===== src/rtl/if_fetch_queue_if.sv =====
// Fetch-stage bus: EX redirect, imem request/response and the ID valid/ready handshake.
// master = fetch stage, slave = surrounding pipeline/imem.
interface if_fetch_queue_if #(
  parameter int unsigned XLEN = 32
) ();
  logic            i_redirect;
  logic [XLEN-1:0] i_redirect_pc;
  logic            o_imem_req;
  logic [XLEN-1:0] o_imem_addr;
  logic [XLEN-1:0] i_imem_data;
  logic            o_valid;
  logic            i_ready;
  logic [XLEN-1:0] o_inst;
  logic [XLEN-1:0] o_pc;

  modport master (
    input  i_redirect, i_redirect_pc, i_imem_data, i_ready,
    output o_imem_req, o_imem_addr, o_valid, o_inst, o_pc
  );

  modport slave (
    output i_redirect, i_redirect_pc, i_imem_data, i_ready,
    input  o_imem_req, o_imem_addr, o_valid, o_inst, o_pc
  );
endinterface


===== src/rtl/if_fetch_queue.sv =====
// Instruction-fetch stage: own PC, 1-cycle imem, DEPTH-entry prefetch FIFO toward ID.
// Optional IF_PERF_CNT_EN adds o_fetch_cnt / o_flush_cnt performance counters.
module if_fetch_queue #(
  parameter int unsigned     XLEN     = 32,
  parameter int unsigned     DEPTH    = 4,
  parameter logic [XLEN-1:0] RESET_PC = '0
) (
  input  logic             i_clk,
  input  logic             i_rst,
  if_fetch_queue_if.master bus
`ifdef IF_PERF_CNT_EN
  ,
  output logic [31:0]      o_fetch_cnt,
  output logic [31:0]      o_flush_cnt
`endif
);

  localparam int unsigned PW = $clog2(DEPTH);
  localparam int unsigned CW = PW + 1;
  localparam logic [CW:0] DEPTH_W = (CW+1)'(DEPTH);

  logic [XLEN-1:0] pc;
  logic [XLEN-1:0] req_pc;
  logic            inflight;
  logic [PW-1:0]   wr_ptr;
  logic [PW-1:0]   rd_ptr;
  logic [CW-1:0]   count;
  logic [XLEN-1:0] inst_mem [DEPTH];
  logic [XLEN-1:0] pc_mem   [DEPTH];

  logic            req;
  logic            push;
  logic            pop;
  logic            head_valid;
  logic [CW:0]     used;

  // Credit-based request (queued + in flight never exceeds DEPTH), push and pop qualification.
  // Reset gates the request so the imem sees no fetch while the stage is held in reset.
  always_comb begin
    used       = {1'b0, count} + (CW+1)'(inflight);
    head_valid = (count != '0);
    req        = i_rst && !bus.i_redirect && (used < DEPTH_W);
    push       = inflight && !bus.i_redirect;
    pop        = head_valid && bus.i_ready && !bus.i_redirect;
  end

  // PC, in-flight tracking and FIFO pointers/occupancy; a redirect overrides everything else.
  always_ff @(posedge i_clk or negedge i_rst) begin
    if (!i_rst) begin
      pc       <= RESET_PC;
      req_pc   <= '0;
      inflight <= 1'b0;
      wr_ptr   <= '0;
      rd_ptr   <= '0;
      count    <= '0;
    end else if (bus.i_redirect) begin
      pc       <= bus.i_redirect_pc;
      inflight <= 1'b0;
      wr_ptr   <= '0;
      rd_ptr   <= '0;
      count    <= '0;
    end else begin
      if (req) begin
        pc     <= pc + XLEN'(4);
        req_pc <= pc;
      end
      inflight <= req;
      if (push) wr_ptr <= wr_ptr + PW'(1);
      if (pop)  rd_ptr <= rd_ptr + PW'(1);
      case ({push, pop})
        2'b10:   count <= count + CW'(1);
        2'b01:   count <= count - CW'(1);
        default: count <= count;
      endcase
    end
  end

  // FIFO storage; contents need no reset because the head is masked while empty.
  always_ff @(posedge i_clk) begin
    if (push) begin
      inst_mem[wr_ptr] <= bus.i_imem_data;
      pc_mem[wr_ptr]   <= req_pc;
    end
  end

  // Outputs: registered head toward ID (zero when empty), PC register toward imem.
  always_comb begin
    bus.o_imem_req  = req;
    bus.o_imem_addr = pc;
    bus.o_valid     = head_valid;
    bus.o_inst      = head_valid ? inst_mem[rd_ptr] : '0;
    bus.o_pc        = head_valid ? pc_mem[rd_ptr]   : '0;
  end

`ifdef IF_PERF_CNT_EN
  // Performance counters: pushes accepted, and entries (queued + in flight) discarded per redirect.
  always_ff @(posedge i_clk or negedge i_rst) begin
    if (!i_rst) begin
      o_fetch_cnt <= '0;
      o_flush_cnt <= '0;
    end else begin
      if (push) o_fetch_cnt <= o_fetch_cnt + 32'd1;
      if (bus.i_redirect) o_flush_cnt <= o_flush_cnt + 32'(count) + 32'(inflight);
    end
  end
`endif

endmodule

===== src/flat_wrapper.sv =====
// flat-port wrapper written by rule: the top's interface ports become plain ports
module if_fetch_queue_flat 
#(
  parameter int unsigned     XLEN     = 32,
  parameter int unsigned     DEPTH    = 4,
  parameter logic [XLEN-1:0] RESET_PC = '0
)
  (i_clk, i_rst, bus_i_redirect, bus_i_redirect_pc, bus_i_imem_data, bus_i_ready, bus_o_imem_req, bus_o_imem_addr, bus_o_valid, bus_o_inst, bus_o_pc);
  if_fetch_queue_if #(.XLEN(XLEN)) bus_i ();
  input  logic i_clk;
  input  logic i_rst;
  input wire logic [$bits(bus_i.i_redirect)-1:0] bus_i_redirect;
  input wire logic [$bits(bus_i.i_redirect_pc)-1:0] bus_i_redirect_pc;
  input wire logic [$bits(bus_i.i_imem_data)-1:0] bus_i_imem_data;
  input wire logic [$bits(bus_i.i_ready)-1:0] bus_i_ready;
  output wire logic [$bits(bus_i.o_imem_req)-1:0] bus_o_imem_req;
  output wire logic [$bits(bus_i.o_imem_addr)-1:0] bus_o_imem_addr;
  output wire logic [$bits(bus_i.o_valid)-1:0] bus_o_valid;
  output wire logic [$bits(bus_i.o_inst)-1:0] bus_o_inst;
  output wire logic [$bits(bus_i.o_pc)-1:0] bus_o_pc;
  assign bus_i.i_redirect = bus_i_redirect;
  assign bus_i.i_redirect_pc = bus_i_redirect_pc;
  assign bus_i.i_imem_data = bus_i_imem_data;
  assign bus_i.i_ready = bus_i_ready;
  assign bus_o_imem_req = bus_i.o_imem_req;
  assign bus_o_imem_addr = bus_i.o_imem_addr;
  assign bus_o_valid = bus_i.o_valid;
  assign bus_o_inst = bus_i.o_inst;
  assign bus_o_pc = bus_i.o_pc;
  if_fetch_queue #(.XLEN(XLEN), .DEPTH(DEPTH), .RESET_PC(RESET_PC)) u_core (.i_clk(i_clk), .i_rst(i_rst), .bus(bus_i));
endmodule

===== config.mk =====
export PLATFORM = sky130hd
export DESIGN_NAME = if_fetch_queue_flat
export DESIGN_NICKNAME = d
export VERILOG_FILES = /design/src/rtl/if_fetch_queue_if.sv /design/src/rtl/if_fetch_queue.sv /design/src/flat_wrapper.sv
export SDC_FILE = /design/constraint.sdc
export NUM_CORES = 1
export LEC_CHECK = 0
export CORE_MARGIN = 2
export CORE_UTILIZATION = 30
export DETAILED_ROUTE_END_ITERATION = 8
export GPL_TIMING_DRIVEN = 0
export SYNTH_ARGS = -nofsm -noshare
export SYNTH_HDL_FRONTEND = slang
export SYNTH_SLANG_ARGS = --single-unit

===== constraint.sdc =====
create_clock -name i_clk -period 4.7 [get_ports i_clk]
set_input_delay 1.175 -clock i_clk [delete_from_list [all_inputs] [get_ports i_clk]]
set_output_delay 1.175 -clock i_clk [all_outputs]
set_load 0.02 [all_outputs]

==> results of run 1 <==
==> through the flow <==
step	area, um^2	utilization, %	total power, uW	cells
CTS	16900	39.2	9660	1625
global placement	15500	36.0	6670	1552
finish	17000	39.3	9470	1627
detailed placement	15700	36.3	6710	1557
global route	17000	39.3	9980	1626
floorplan	13200	-	5330	803
==> path summary, 6_finish.rpt <==
kind / to / depth (start not counted) / start
hold / removal: u_core.req_pc[30]$_DFFE_PN0P_ / 1 / i_rst
setup / recovery: bus_o_imem_req / 7 / i_rst
hold reg to reg: u_core.pc_mem[1][18]$_DFFE_PP_ / 0 / u_core.req_pc[18]$_DFFE_PN0P_
setup reg to reg: u_core.bus.o_imem_addr[31]$_DFFE_PN0P_ / 6 / u_core.bus.o_imem_addr[4]$_DFFE_PN0P_
min in group i_clk: u_core.pc_mem[1][18]$_DFFE_PP_ / 0 / u_core.req_pc[18]$_DFFE_PN0P_
max in group asynchronous: u_core.bus.o_imem_addr[31]$_DFFE_PN0P_ / 2 / i_rst
==> metal layers <==
layer / vias up / wire length (um) / track usage (%)
met5: - / 0 / 0
met4: 0 / 602 / 4.21
met3: 43 / 1820 / 3.06
met2: 236 / 15100 / 22.9
met1: 3880 / 14800 / 20.1
li1: 3490 / - / -
==> power breakdown <==
| part | total, uW | internal [uW] | switching [uW] | leakage (uW) |
|---|---|---|---|---|
| Combinational | 2800 | 1320 | 1480 | 0.00206 |
| Sequential | 3770 | 3500 | 267 | 0.00322 |
| Clock | 2900 | 1720 | 1190 | 0.000617 |
==> state kept, by name, summed over array words and instances (netlist names) <==
register,flops
u_core.req_pc,32
u_core.count,3
u_core.rd_ptr,2
u_core.bus.o_imem_addr,32
u_core.inst_mem,128
u_core.wr_ptr,2
u_core.inflight,1
u_core.pc_mem,128
==> layout make-up <==
class / count / share of cell area (%)
Timing Repair Buffer: 170 / 10.6
Multi-Input combinational cell: 428 / 20.6
Sequential cell: 328 / 56.0
Clock buffer: 49 / 6.21
Clock inverter: 20 / 1.18
Antenna cell: 1 / 0.0148
Buffer: 40 / 0.967
Inverter: 6 / 0.133
Tap cell: 585 / 4.32
==> timing repair <==
action                                  in CTS  in global routing
endpoints found under the setup margin       1                  1
gates resized for setup                      2                  0
cloned                                       0                  1
==> kinds of logic (layout without fill, tap and decap cells) <==
family	Yosys count	in the layout
DFF	328	328
and+or+nand+nor	286	286
muxes	73	73
AOI/OAI and AO/OA	56	56
buffers and inverters	47	285
xor gates and xnor gates	7	7
adders and majority gates	6	6
other	0	1
==> cells in the final DEF (no fill, tap or decap), types with 5 or more instances in the layout <==
master,instances
buf_16,5
a221o_1,7
buf_1,5
dfrtp_1,72
mux4_2,64
nor2_1,24
clkinv_2,7
or3_1,6
nand4_1,12
clkbuf_16,40
nand3_1,14
and2_1,68
o211ai_1,8
nor3_1,7
nand2_1,129
ha_1,5
inv_1,6
o21ai_0,14
o311ai_0,6
buf_2,8
mux2i_1,7
clkbuf_1,32
and3_1,7
edfxtp_1,256
a21oi_1,7
clkdlybuf4s50_1,163
==> run summary, run 1 <==
WP data arrival: 3.31 ns
area share of xor/xnor cells in the synthesized design: 0.466%
worst hold margin: 0.517 ns
initial core utilization: 30.5%
Post-CTS Setup Inserts: 0
total wire length: 32.3 mm
Post-Syn Instances: 803
CP Max Fanout: 27
DR WL/cell: 19.9 um
main flop type after synthesis: edfxtp_1
Area Overhead vs Synth: 28.9%
first-pass GRT wire length: 48.8 mm
max_cap viols: 0
Synth cell types: 42
final worst path period share: 95.3%
CP peak stage delay: 0.67 ns
DR DRC count: 0
Startpoint Class: input port
FF-to-FF setup slack: 2.15 ns
Synth top cells by count: edfxtp_1, nand2_1, and2_1, dfrtp_1, mux4_2
Num CTS Buffers: 38
Place WS: -0.492 ns
most numerous cell in the Yosys netlist: edfxtp_1
max_slew headroom: 34.9%
global placer's final weighted congestion: 0.820
min cycle time layout: 4.48 ns
fin. max-slew vios: 0
H-tree depth: 2
DP Wirelength: 20.9 mm
#FFs+latches synth: 328
1st-iter DRT viols: 487
Max Freq: 0.223 GHz
Vias: 7,649
Post-Synth Adder-Cell Area: 0.628%
sequential area share after synthesis: 72.1%
Num Clock Sinks: 328
Fin. Hold Viols: 0
drt pass-1 iters: 5
largest family of logic cells by synthesized area: multiplexers
top cells by area, synth: edfxtp_1, dfrtp_1, mux4_2
GRT Util Overall: 14.4%
Worst-Margin Slew: 0.977 ns
Setup Crit Path Kind: input port to output pin
Leakage: 0.00590 uW
Hold WC Path Type: input port to async pin
RSZ-0062 raised after global routing: false
share of the synthesized area in the top cell type: 58.4%
Most common cell on crit path: buf_4
initial antenna violation count: 0
WP data required: 3.52 ns
Multi-input gate area: 3490 um^2
CTS tree: yes
Post-synth ARST share: 22.0%
leading area contributor after synthesis: edfxtp_1
synthesized cell area: 13,200 um^2
Reg area: 9490 um^2
DRT antenna net count: 0
Port Buffers: 164
IO Count: 166
vias in the first global route: 7,836
fillers: 4,037
Clock transition at path regs: 0.06 ns
chip height: 213 um
crit path setup slack, layout: 0.219 ns
Buf/Inv on CP: 6
synth warn: 0
Synth Area in Simple Gates: 10.7%
Synth Area in Compound Gates: 3.01%
NumNets Final: 1,086
Die Span X: 213 um
final setup violating endpoints: 0
crit-path cells: buf_4 -> buf_16 -> nand3_2 -> inv_1 -> buf_2 -> buf_4 -> clkdlybuf4s50_1
DR vias/cell: 4.70
largest net degree at the start of global routing: 54
Site Rows: 76
cell area power density: 558 nW/um^2
root buffer cell: clkbuf_16
outcome: completed
Crit-path slowest cell: clkdlybuf4s50_1
CP Capture Type: output pin
mux share of post-synthesis cell area: 11.7%
Clk Latency, worst-skew pair: 0.55 ns
maximum vdd drop: 0.204 mV
die area: 45,500 um^2
core area: 43,200 um^2
GRT overflow: 0
Post-Syn Nets: 877
Syn Area/Cell: 16.4 um^2
Max clock buf depth: 3
CP delay by family, top: buffers and inverters
Clock Skew: 0.0225 ns
TNS Setup: 0 ns
share of post-route cells with drive strength above 1: 14.5%
number of synthesized flops with an enable pin: 256
hold buffers post-CTS: 0
Note: power is estimated with default switching activity, not from simulation.
==> run 2: changes to the inputs <==
--- a/config.mk
+++ b/config.mk
@@ -5,10 +5,12 @@
 export SDC_FILE = /design/constraint.sdc
 export NUM_CORES = 1
 export LEC_CHECK = 0
+export ABC_AREA = 1
 export CORE_MARGIN = 2
 export CORE_UTILIZATION = 30
 export DETAILED_ROUTE_END_ITERATION = 8
 export GPL_TIMING_DRIVEN = 0
+export SKIP_LAST_GASP = 1
 export SYNTH_ARGS = -nofsm -noshare
 export SYNTH_HDL_FRONTEND = slang
 export SYNTH_SLANG_ARGS = --single-unit
==> run 2 against run 1 <==
Core utilization down 0.42 points; clock-buffer cell count is the same; register-to-register slack better by 0.64 ns; fmax increased by 3.5%; via count is 33% higher; sequential share of layout area down 2.2 points; first-iteration DRC count increased by 83%; wire length is 18% higher; die area up 4.9%; final area up 4.0%.
==> run summary, run 2 <==
RSZ-0062 raised after global routing: false
chip height: 219 um (+2.4%)
CP Max Fanout: 44 (+63%)
Syn Area/Cell: 10.7 um^2 (-35%)
IO Count: 166 (unchanged)
DP Cell Count: 2,061 (+32%)
Clock Power Share: 38.4% (+7.8 points)
min cycle time layout: 4.33 ns (-0.152 ns)
Area Overhead vs Synth: 27.7%
DR WL/cell: 17.8 um (-10%)
Clock transition at path regs: 0.06 ns (about the same)
Critical Path Source: i_rst
DR vias/cell: 4.76 (+1.2%)
final worst path period share: 92.1% (-3.2 points)
Max clock buf depth: 3 (unchanged)
top cells by area, synth: edfxtp_1, dfrtp_1, nor2_1
NumNets Final: 1,576 (+45%)
share of post-route cells with drive strength above 1: 9.20% (-5.3 points)
worst setup path end: bus_o_imem_req
cell area power density: 422 nW/um^2 (-24%)
share of the synthesized area in the top cell type: 55.7% (-2.8 points)
drt pass-1 iters: 5 (unchanged)
Startpoint Class: input port
most common cell after layout, fill and taps aside: nor2_1
#FFs+latches synth: 328 (unchanged)
GRT overflow: 0 (unchanged)
root buffer cell: clkbuf_16
Logic pwr share: 15.1% (-14 points)
Num Clock Sinks: 328 (unchanged)
FF-to-FF path depth: 3 (-3)
Clock Skew: 0.0135 ns (-0.00904 ns)
initial antenna violation count: 0 (unchanged)
part of the power in registers: 46.5% (+6.7 points)
global placer's final weighted congestion: 0.865 (+5.5%)
max_cap viols: 0 (unchanged)
largest net degree at the start of global routing: 45 (-17%)
Port Buffers: 165 (+0.61%)
vias in the first global route: 9,852 (+26%)
FF-to-FF setup slack: 2.79 ns (+0.64 ns)
outcome: completed
power consumption: 7450 uW (-21%)
cts repair resizes: 0 (-2)
sequential area share after synthesis: 68.7% (-3.4 points)
GRT Util Overall: 16.0% (+1.5 points)
FF-to-FF End: u_core.inst_mem[1][16]$_DFFE_PP_
synth warn: 0 (unchanged)
Synth cell types: 33 (-21%)
Switch Pwr: 2050 uW (-30%)
maximum vdd drop: 0.250 mV (+22%)
main flop type after synthesis: edfxtp_1
hold buffers post-CTS: 0 (unchanged)
WP data arrival: 3.15 ns (-0.16 ns)
fin. max-slew vios: 0 (unchanged)
Pint: 5400 uW (-17%)
CP Capture Type: output pin
total wire length: 38.1 mm (+18%)
Max Freq: 0.231 GHz (+3.5%)
DRT antenna net count: 0 (unchanged)
Num CTS Buffers: 39 (+2.6%)
Clk Latency, worst-skew pair: 0.55 ns (about the same)
initial core utilization: 30.4% (-0.044 points)
commonest non-fill, non-tap cells in the layout: nor2_1, edfxtp_1, clkdlybuf4s50_1
Vias: 10.1k (+33%)
core area: 45,400 um^2 (+5.1%)
Worst-Margin Slew: 0.640 ns (-0.337 ns)
1st-iter DRT viols: 890 (+83%)
Post-Syn Instances: 1,287 (+60%)
Fin. Hold Viols: 0 (unchanged)
Site Rows: 78 (+2.6%)
leading area contributor after synthesis: edfxtp_1
Post-synth ARST share: 22.0% (unchanged)
Leakage: 0.00651 uW (+10%)
switch share: 27.5% (-3.5 points)
Largest regs: u_core.inst_mem (128), u_core.pc_mem (128)
fin cells: 2,133 (+31%)
max_slew headroom: 57.2% (+22 points)
antenna cells: 0 (-1)
Die Span X: 219 um (+2.4%)
Synth top cells by count: nor2_1, edfxtp_1, nand2_1
WP data required: 3.52 ns (about the same)
H-tree depth: 2 (unchanged)
synthesized cell area: 13,800 um^2 (+5.0%)
number of synthesized flops with an enable pin: 256 (unchanged)
DR DRC count: 0 (unchanged)
worst hold margin: 0.527 ns (+0.0101 ns)
Setup Crit Path Kind: input port to output pin
DP Wirelength: 25.5 mm (+22%)
Hold WC Path Type: register to register
CTS tree: yes
final setup violating endpoints: 0 (unchanged)
RR Startpoint: u_core.inflight$_DFF_PN0_
most numerous cell in the Yosys netlist: nor2_1
Post-Syn Nets: 1,361 (+55%)
die area: 47,800 um^2 (+4.9%)
first-pass GRT wire length: 57.7 mm (+18%)
Post-CTS Setup Inserts: 0 (unchanged)
run 2: cell count changes in the layout (fill, tap and decap cells not counted), moves of 8 or more:
cell	change
o21ai_0	+43
buf_12	+8
nor2_1	+296
buf_2	+20
nand3_1	+54
a21oi_1	+61
inv_1	+59
nor2_2	+14
and2_1	-68
o21ai_1	+107
mux4_2	-64
run 2: how the worst min path moves through the flow:
stage                                  startpoint                              to  slack, ns  cells after the start
floorplan            u_core.req_pc[0]$_DFFE_PN0P_   u_core.pc_mem[0][0]$_DFFE_PP_       0.48                      0
global placement    u_core.req_pc[17]$_DFFE_PN0P_  u_core.pc_mem[2][17]$_DFFE_PP_       0.50                      0
detailed placement  u_core.req_pc[14]$_DFFE_PN0P_  u_core.pc_mem[1][14]$_DFFE_PP_       0.52                      0
CTS                 u_core.req_pc[20]$_DFFE_PN0P_  u_core.pc_mem[3][20]$_DFFE_PP_       0.53                      0
global route         u_core.req_pc[7]$_DFFE_PN0P_   u_core.pc_mem[1][7]$_DFFE_PP_       0.55                      0
finish              u_core.req_pc[20]$_DFFE_PN0P_  u_core.pc_mem[3][20]$_DFFE_PP_       0.53                      0
run 2: stage by stage:
step / worst slack (ns) / TNS, ns / cell area [um^2] / utilization, %
3_5_place_dp: 0.320 / 0 / 16400 / 36.2
3_3_place_gp: -3.28 / -905.90 / 16200 / 35.7
2_1_floorplan: -0.0874 / -22.37 / 13800 / -
4_1_cts: 0.308 / 0 / 17600 / 38.9
5_1_grt: 0.183 / 0 / 17600 / 38.9
6_report: 0.371 / 0 / 17600 / 38.9
run 2: worst max-delay path, stage by stage:
cell             delay [ns]
buf_4                  0.35
buf_16                 0.29
nand3_2                0.21
inv_2                  0.12
buf_2                  0.29
clkdlybuf4s50_1        0.68
run 2: layer usage:
layer	GRT usage, %	vias to the layer above	wire, um
li1	-	4845	-
met1	21.6	4906	17100
met2	26.0	346	17700
met3	3.09	48	2440
met4	4.76	0	850
met5	0	-	0
run 2: logic make-up after synthesis:
logic type               after synthesis  synth area share [%]
buffers and inverters                137                  4.23
adder cells (fa/ha/maj)                6                 0.598
AO/OA/AOI/OAI                        238                  8.74
AND/OR/NAND/NOR                      573                  17.4
flip-flops                           328                  68.7
XOR/XNOR                               5                 0.317
run 2: power groups by stage:
stage               Clock (uW)  Sequential (uW)  Combinational [uW]
finish                    2860             3460                1130
global route              3040             3480                1230
CTS                       2930             3460                1140
detailed placement           0             3520                1140
global placement             0             3510                1120
floorplan                    0             3500                 552
run 2: final cells by class:
cell class | count | area (um^2)
Multi-Input combinational cell | 822 | 3760
Buffer | 65 | 314
Fill cell | 4400 | 27700
Inverter | 72 | 270
Clock buffer | 49 | 1020
Tap cell | 600 | 751
Clock inverter | 23 | 189
Sequential cell | 328 | 9490
Timing Repair Buffer | 174 | 1840
